File: src/rtl/pipe_pkg.sv
// Shared definitions for the generic inter-stage pipeline register: payload
// widths, per-stage packed payload layouts and control-vector bit positions.
package pipe_pkg;

   localparam int DEFAULT_DATA_W = 32;
   localparam int DEFAULT_CTRL_W = 8;

   localparam int XLEN     = 32;
   localparam int REG_ID_W = 5;

   localparam int CTRL_REGWRITE = 0;
   localparam int CTRL_MEMWRITE = 1;
   localparam int CTRL_MEMTOREG = 2;
   localparam int CTRL_JJAL     = 3;
   localparam int CTRL_JRJALR   = 4;
   localparam int CTRL_LBSB     = 5;
   localparam int CTRL_LHSH     = 6;
   localparam int CTRL_UNSIGNED = 7;

   typedef struct packed {
      logic [XLEN-1:0] pc_plus8;
      logic [XLEN-1:0] instr;
   } ifid_data_t;

   typedef struct packed {
      logic [XLEN-1:0]     pc_plus8;
      logic [XLEN-1:0]     rs_val;
      logic [XLEN-1:0]     rt_val;
      logic [XLEN-1:0]     imm;
      logic [REG_ID_W-1:0] rs;
      logic [REG_ID_W-1:0] rt;
      logic [REG_ID_W-1:0] rd;
   } idex_data_t;

   // Bit order mirrors the CTRL_* indices so the struct can overlay the raw vector.
   typedef struct packed {
      logic is_unsigned;
      logic lhsh;
      logic lbsb;
      logic jrjalr;
      logic jjal;
      logic memtoreg;
      logic memwrite;
      logic regwrite;
   } exmem_ctrl_t;

   typedef struct packed {
      logic [3:0]  alu_op;
      logic        alu_src;
      logic        reg_dst;
      logic        branch;
      exmem_ctrl_t mem_ctrl;
   } idex_ctrl_t;

   typedef struct packed {
      logic [XLEN-1:0]     pc_plus8;
      logic [XLEN-1:0]     alu_result;
      logic [XLEN-1:0]     store_data;
      logic [REG_ID_W-1:0] rd;
   } exmem_data_t;

   typedef struct packed {
      logic [XLEN-1:0]     pc_plus8;
      logic [XLEN-1:0]     alu_result;
      logic [XLEN-1:0]     load_data;
      logic [REG_ID_W-1:0] rd;
   } memwb_data_t;

   typedef struct packed {
      logic jjal;
      logic memtoreg;
      logic regwrite;
   } memwb_ctrl_t;

   localparam int IFID_DATA_W  = $bits(ifid_data_t);
   localparam int IDEX_DATA_W  = $bits(idex_data_t);
   localparam int IDEX_CTRL_W  = $bits(idex_ctrl_t);
   localparam int EXMEM_DATA_W = $bits(exmem_data_t);
   localparam int EXMEM_CTRL_W = $bits(exmem_ctrl_t);
   localparam int MEMWB_DATA_W = $bits(memwb_data_t);
   localparam int MEMWB_CTRL_W = $bits(memwb_ctrl_t);

   function automatic logic ctrl_is_mem_op(input logic [DEFAULT_CTRL_W-1:0] ctrl);
      return ctrl[CTRL_MEMWRITE] | ctrl[CTRL_MEMTOREG];
   endfunction

endpackage

File: src/rtl/pipe_skid_slot.sv
// One registered pipeline entry with valid bit. Priority: rst > clear > load > drain;
// ctrl is forced to zero whenever the entry is empty.
module pipe_skid_slot
   import pipe_pkg::*;
#(
   parameter int DATA_W              = DEFAULT_DATA_W,
   parameter int CTRL_W              = DEFAULT_CTRL_W,
   parameter bit CLEAR_DATA_ON_FLUSH = 1'b1
) (
   input  logic              clk,
   input  logic              rst,
   input  logic              clear,
   input  logic              load,
   input  logic              drain,
   input  logic [DATA_W-1:0] load_data,
   input  logic [CTRL_W-1:0] load_ctrl,
   output logic              valid,
   output logic [DATA_W-1:0] data,
   output logic [CTRL_W-1:0] ctrl
);

   logic              valid_r;
   logic [DATA_W-1:0] data_r;
   logic [CTRL_W-1:0] ctrl_r;

   // Entry state register.
   always_ff @(posedge clk) begin
      if (rst) begin
         valid_r <= 1'b0;
         data_r  <= {DATA_W{1'b0}};
         ctrl_r  <= {CTRL_W{1'b0}};
      end else if (clear) begin
         valid_r <= 1'b0;
         ctrl_r  <= {CTRL_W{1'b0}};
         if (CLEAR_DATA_ON_FLUSH) begin
            data_r <= {DATA_W{1'b0}};
         end else begin
            data_r <= data_r;
         end
      end else if (load) begin
         valid_r <= 1'b1;
         data_r  <= load_data;
         ctrl_r  <= load_ctrl;
      end else if (drain) begin
         // Data is left in place; only the qualifying bits are dropped.
         valid_r <= 1'b0;
         data_r  <= data_r;
         ctrl_r  <= {CTRL_W{1'b0}};
      end else begin
         valid_r <= valid_r;
         data_r  <= data_r;
         ctrl_r  <= ctrl_r;
      end
   end

   assign valid = valid_r;
   assign data  = data_r;
   assign ctrl  = ctrl_r;

endmodule

File: src/rtl/pipe_stage_reg.sv
// Generic valid/ready pipeline stage register with flush bubbles.
// Define PIPE_STAGE_SKID_EN to add a skid entry so in_ready comes from a flop.
module pipe_stage_reg
   import pipe_pkg::*;
#(
   parameter int DATA_W              = DEFAULT_DATA_W,
   parameter int CTRL_W              = DEFAULT_CTRL_W,
   parameter bit CLEAR_DATA_ON_FLUSH = 1'b1
) (
   input  logic              clk,
   input  logic              rst,
   input  logic              in_valid,
   output logic              in_ready,
   input  logic [DATA_W-1:0] in_data,
   input  logic [CTRL_W-1:0] in_ctrl,
   input  logic              flush,
   output logic              out_valid,
   input  logic              out_ready,
   output logic [DATA_W-1:0] out_data,
   output logic [CTRL_W-1:0] out_ctrl
);

   logic              accept_s;
   logic              out_load_s;
   logic              out_drain_s;
   logic [DATA_W-1:0] out_load_data_s;
   logic [CTRL_W-1:0] out_load_ctrl_s;

`ifdef PIPE_STAGE_SKID_EN
   logic              skid_valid_s;
   logic              skid_load_s;
   logic              skid_drain_s;
   logic [DATA_W-1:0] skid_data_s;
   logic [CTRL_W-1:0] skid_ctrl_s;

   // Handshake and steering: the skid always refills the output before new input.
   always_comb begin
      in_ready        = ~skid_valid_s;
      accept_s        = in_valid & ~skid_valid_s;
      skid_load_s     = accept_s & out_valid & ~out_ready;
      skid_drain_s    = skid_valid_s & out_ready;
      out_load_data_s = in_data;
      out_load_ctrl_s = in_ctrl;
      if (skid_drain_s) begin
         out_load_s      = 1'b1;
         out_load_data_s = skid_data_s;
         out_load_ctrl_s = skid_ctrl_s;
      end else begin
         out_load_s = accept_s & (~out_valid | out_ready);
      end
      out_drain_s = out_valid & out_ready & ~out_load_s;
   end

   pipe_skid_slot #(
      .DATA_W              (DATA_W),
      .CTRL_W              (CTRL_W),
      .CLEAR_DATA_ON_FLUSH (CLEAR_DATA_ON_FLUSH)
   ) u_skid (
      .clk       (clk),
      .rst       (rst),
      .clear     (flush),
      .load      (skid_load_s),
      .drain     (skid_drain_s),
      .load_data (in_data),
      .load_ctrl (in_ctrl),
      .valid     (skid_valid_s),
      .data      (skid_data_s),
      .ctrl      (skid_ctrl_s)
   );
`else
   // Handshake: a consumed entry may be replaced in the same cycle.
   always_comb begin
      in_ready        = out_ready | ~out_valid;
      accept_s        = in_valid & in_ready;
      out_load_s      = accept_s;
      out_load_data_s = in_data;
      out_load_ctrl_s = in_ctrl;
      out_drain_s     = out_valid & out_ready & ~accept_s;
   end
`endif

   pipe_skid_slot #(
      .DATA_W              (DATA_W),
      .CTRL_W              (CTRL_W),
      .CLEAR_DATA_ON_FLUSH (CLEAR_DATA_ON_FLUSH)
   ) u_out (
      .clk       (clk),
      .rst       (rst),
      .clear     (flush),
      .load      (out_load_s),
      .drain     (out_drain_s),
      .load_data (out_load_data_s),
      .load_ctrl (out_load_ctrl_s),
      .valid     (out_valid),
      .data      (out_data),
      .ctrl      (out_ctrl)
   );

endmodule

File: config.mk
export PLATFORM = sky130hd
export DESIGN_NAME = pipe_stage_reg
export DESIGN_NICKNAME = d
export VERILOG_FILES = /design/src/rtl/pipe_pkg.sv /design/src/rtl/pipe_skid_slot.sv /design/src/rtl/pipe_stage_reg.sv
export SDC_FILE = /design/constraint.sdc
export NUM_CORES = 1
export LEC_CHECK = 0
export BUFFER_PORTS_ARGS = -buffer_cell sky130_fd_sc_hd__buf_2
export CAP_MARGIN = 20
export CELL_PAD_IN_SITES_DETAIL_PLACEMENT = 1
export CELL_PAD_IN_SITES_GLOBAL_PLACEMENT = 1
export CORE_UTILIZATION = 29
export CTS_CLUSTER_DIAMETER = 40
export CTS_CLUSTER_SIZE = 10
export DETAILED_ROUTE_END_ITERATION = 6
export GPL_TIMING_DRIVEN = 0
export PLACE_DENSITY_LB_ADDON = 0.1
export SLEW_MARGIN = 5
export SYNTH_ARGS = -nofsm -noshare
export SYNTH_HDL_FRONTEND = slang
export SYNTH_SLANG_ARGS = --single-unit
File: constraint.sdc
create_clock -name clk -period 1.2 [get_ports clk]
set_clock_uncertainty 0.05 [all_clocks]
set_input_delay 0.18 -clock clk [delete_from_list [all_inputs] [get_ports clk]]
set_output_delay 0.18 -clock clk [all_outputs]
set_load 0.005 [all_outputs]
==> out/results.txt <==
Status - finished with violations
Failing checks - setup timing
Max incr delay on CP - 0.35 ns
Port bufs - 85
#FFs+latches synth - 41
Clock Sinks - 41
Worst Tran Pin Value - 0.7399 ns
Syn Inst Count - 186
Top delay family on crit path - flip-flops
Final Hold Fails - 0
Max-slew violations - 0
Chip Width - 79.30 um
Synth Cell Area - 1733 um2
Routed wire per std cell - 15.58 um
Hold WS - 0.07243 ns
Post-Route WL - 5561 um
Final worst slack - -0.1404 ns
Reg2Reg Setup Slack - -0.10 ns
Main synth FF type - dfxtp_1
Critical path's slowest cell - dfxtp_4
Post-synthesis area per instance - 9.317 um2
Clk_lat worst skew - 0.29 ns
Drt first-iter violations - 51
Synth cell types - 19
Vias per cell - 5.059
Total GRT Usage - 18.58%
Worst EP arrival - 1.11 ns
First-pass GRT wire length - 9101 um
Synth area leader - dfxtp_1
Core area - 5642 um2
Crit Reg-Reg Endpoint - u_out.data[4]
Top achievable clock speed - 746.0 MHz
Die area - 6288 um2
Synth top area cells - dfxtp_1 (47%), o21ai_0 (9.2%), a21oi_1 (7.5%)
Post-Syn Nets - 231
CP startpoint - u_out.valid
Power Density - 1058 nW/um2
Post-layout util - 46.88%
Synth top cells by count - dfxtp_1 (41), o21ai_0 (32), a21oi_1 (26)
Fin crit period - 1.340 ns
Endpoints failing setup - 41
Largest net degree at the start of global routing - 12
DRC - 0
Root Driver - clkbuf_8
Nets - 330
Worst setup SP type - flop
Yosys warns - 0
Post-synth EDFFs - 0
Starting Density - 30.72%
H-tree Lvls - 2
CTS tree - done
Row count - 27
WHS Endpoint - u_out.data[3]
Synth-to-Final Area Change - 52.64%
Dpl hpwl - 3667 um
Final Cycle Share - 111.7%
Max Cap Viol - 0
Vias in the first global route - 1859
Worst Setup Path Type - flop to output pin
Routability congestion estimate - 0.6703
CP Cell Sequence - nor2b_4 > inv_6 > buf_8 > buf_6
CTS buffer count - 5
DR pass1 iterations - 4
Fillers - 681
Initial antenna violation count - 0
Synth async-reset ratio - 0%
Count leader, synth - dfxtp_1
Slew headroom - 50.67%
Share of layout cells above drive strength 1 - 57.89%
Sequential share of the synthesized area - 47.36%
Post-route antenna net violation count - 0
WP buf/inv - 3
Max clock buf depth - 2
Die H - 79.30 um
GRT overflow - 0
RSZ-0062 raised after global routing - yes
HP Start - in_data[3]
R2R Path Start - u_out.valid
Crit end category - output pin
CTS clk-pin slew, worst paths - 0.08 ns
FF-to-FF path depth - 6
Total number of vias - 1806
Min-Delay Path Class - input pin to flop
WP data required - 0.97 ns
Hold Path Cell Cnt - 3
LEAKAGE - 1.152 nW
I/O Pins - 87
Crit Path Max Fanout - 2
Synth top area share - 47.36%
# diodes - 0
Peak supply drop - 0.5832 mV
-- cells in the final DEF (no fill, tap or decap), types with 3 or more instances in the layout --
master,n
o21ai_0,5
buf_1,3
buf_6,4
mux2i_1,3
nand3_1,14
a32oi_2,3
clkbuf_8,6
a21oi_2,15
buf_4,5
o21ai_2,11
or2_2,4
a21oi_1,21
buf_2,85
clkbuf_1,7
o21ai_1,16
a32oi_1,5
dfxtp_1,40
buf_12,4
nand3_2,17
buf_8,4
nor2_1,5
-- worst max-delay path by stage --
stage	to	depth (start not counted)
finish	in_ready	4
global placement	u_out.data[7]	5
CTS	in_ready	5
global route	in_ready	4
floorplan	u_out.data[11]	7
detailed placement	u_out.data[7]	5
-- cell type report --
class                      count  area, um2  share of cell area (%)
clock buffer                   7      86.33                   3.264
timing repair buffer          93      560.5                   21.19
tap                           72      90.09                   3.406
multi-input combinational    122      889.6                   33.63
inverter                       2      12.51                  0.4730
buffer                        20      181.4                   6.859
sequential                    41      824.5                   31.17
-- what timing repair did --
action                                  in CTS  in global routing
endpoints found under the setup margin      40                 41
pin swaps                                    8                  6
hold buffers                                 0                  0
setup buffers                                6                  0
gates resized for setup                     64                 10
gates cloned                                 2                  0
-- sequential cells by signal, indices dropped and copies added, names as in the netlist --
register     cells
u_out.data      32
u_out.ctrl       8
u_out.valid      1
-- through the flow --
stage	setup WS (ns)	total power [mW]	area [um2]	std cells	setup TNS, ns
finish	-0.1404	2.798	2645	357	-2.925
global route	-0.1921	2.944	2645	357	-5.344
CTS	-0.1795	2.831	2604	358	-4.261
detailed placement	-0.1602	1.831	2255	343	-5.113
global placement	-0.1433	1.826	2255	343	-4.344
floorplan	0.005790	1.654	1739	186	0
-- per-layer routing --
layer / vias to the layer above / global-route usage [%] / share of wire [%]
li1: 866 / - / -
met2: 49 / 32.24 / 50
met3: 2 / 5.402 / 5.3
met4: 0 / 3.273 / 0.23
met5: - / 0 / 0
met1: 889 / 22.84 / 45
-- worst reg2reg max path, delay by kind of cell (launching register included) --
family	cells	cell delay (ns)
compound gates	1	0.07
simple gates	2	0.26
buf+inv	3	0.43
flops	1	0.35
-- where the power goes --
group | total (mW) | switching (mW) | internal [mW] | leakage, nW
Combinational | 0.444 | 0.229 | 0.215 | 0.773
Clock | 0.925 | 0.468 | 0.457 | 0.0443
Sequential | 1.43 | 0.0247 | 1.40 | 0.335
Total | 2.80 | 0.722 | 2.08 | 1.15
-- kinds of logic after synthesis --
group	count (synthesis)	share of synthesized area [%]
AO/OA/AOI/OAI	76	25.85
buffers and inverters	23	9.314
flip-flops	41	47.36
multiplexers	4	2.311
AND/OR/NAND/NOR	42	15.16
Note: power is estimated with default switching activity, not from simulation.
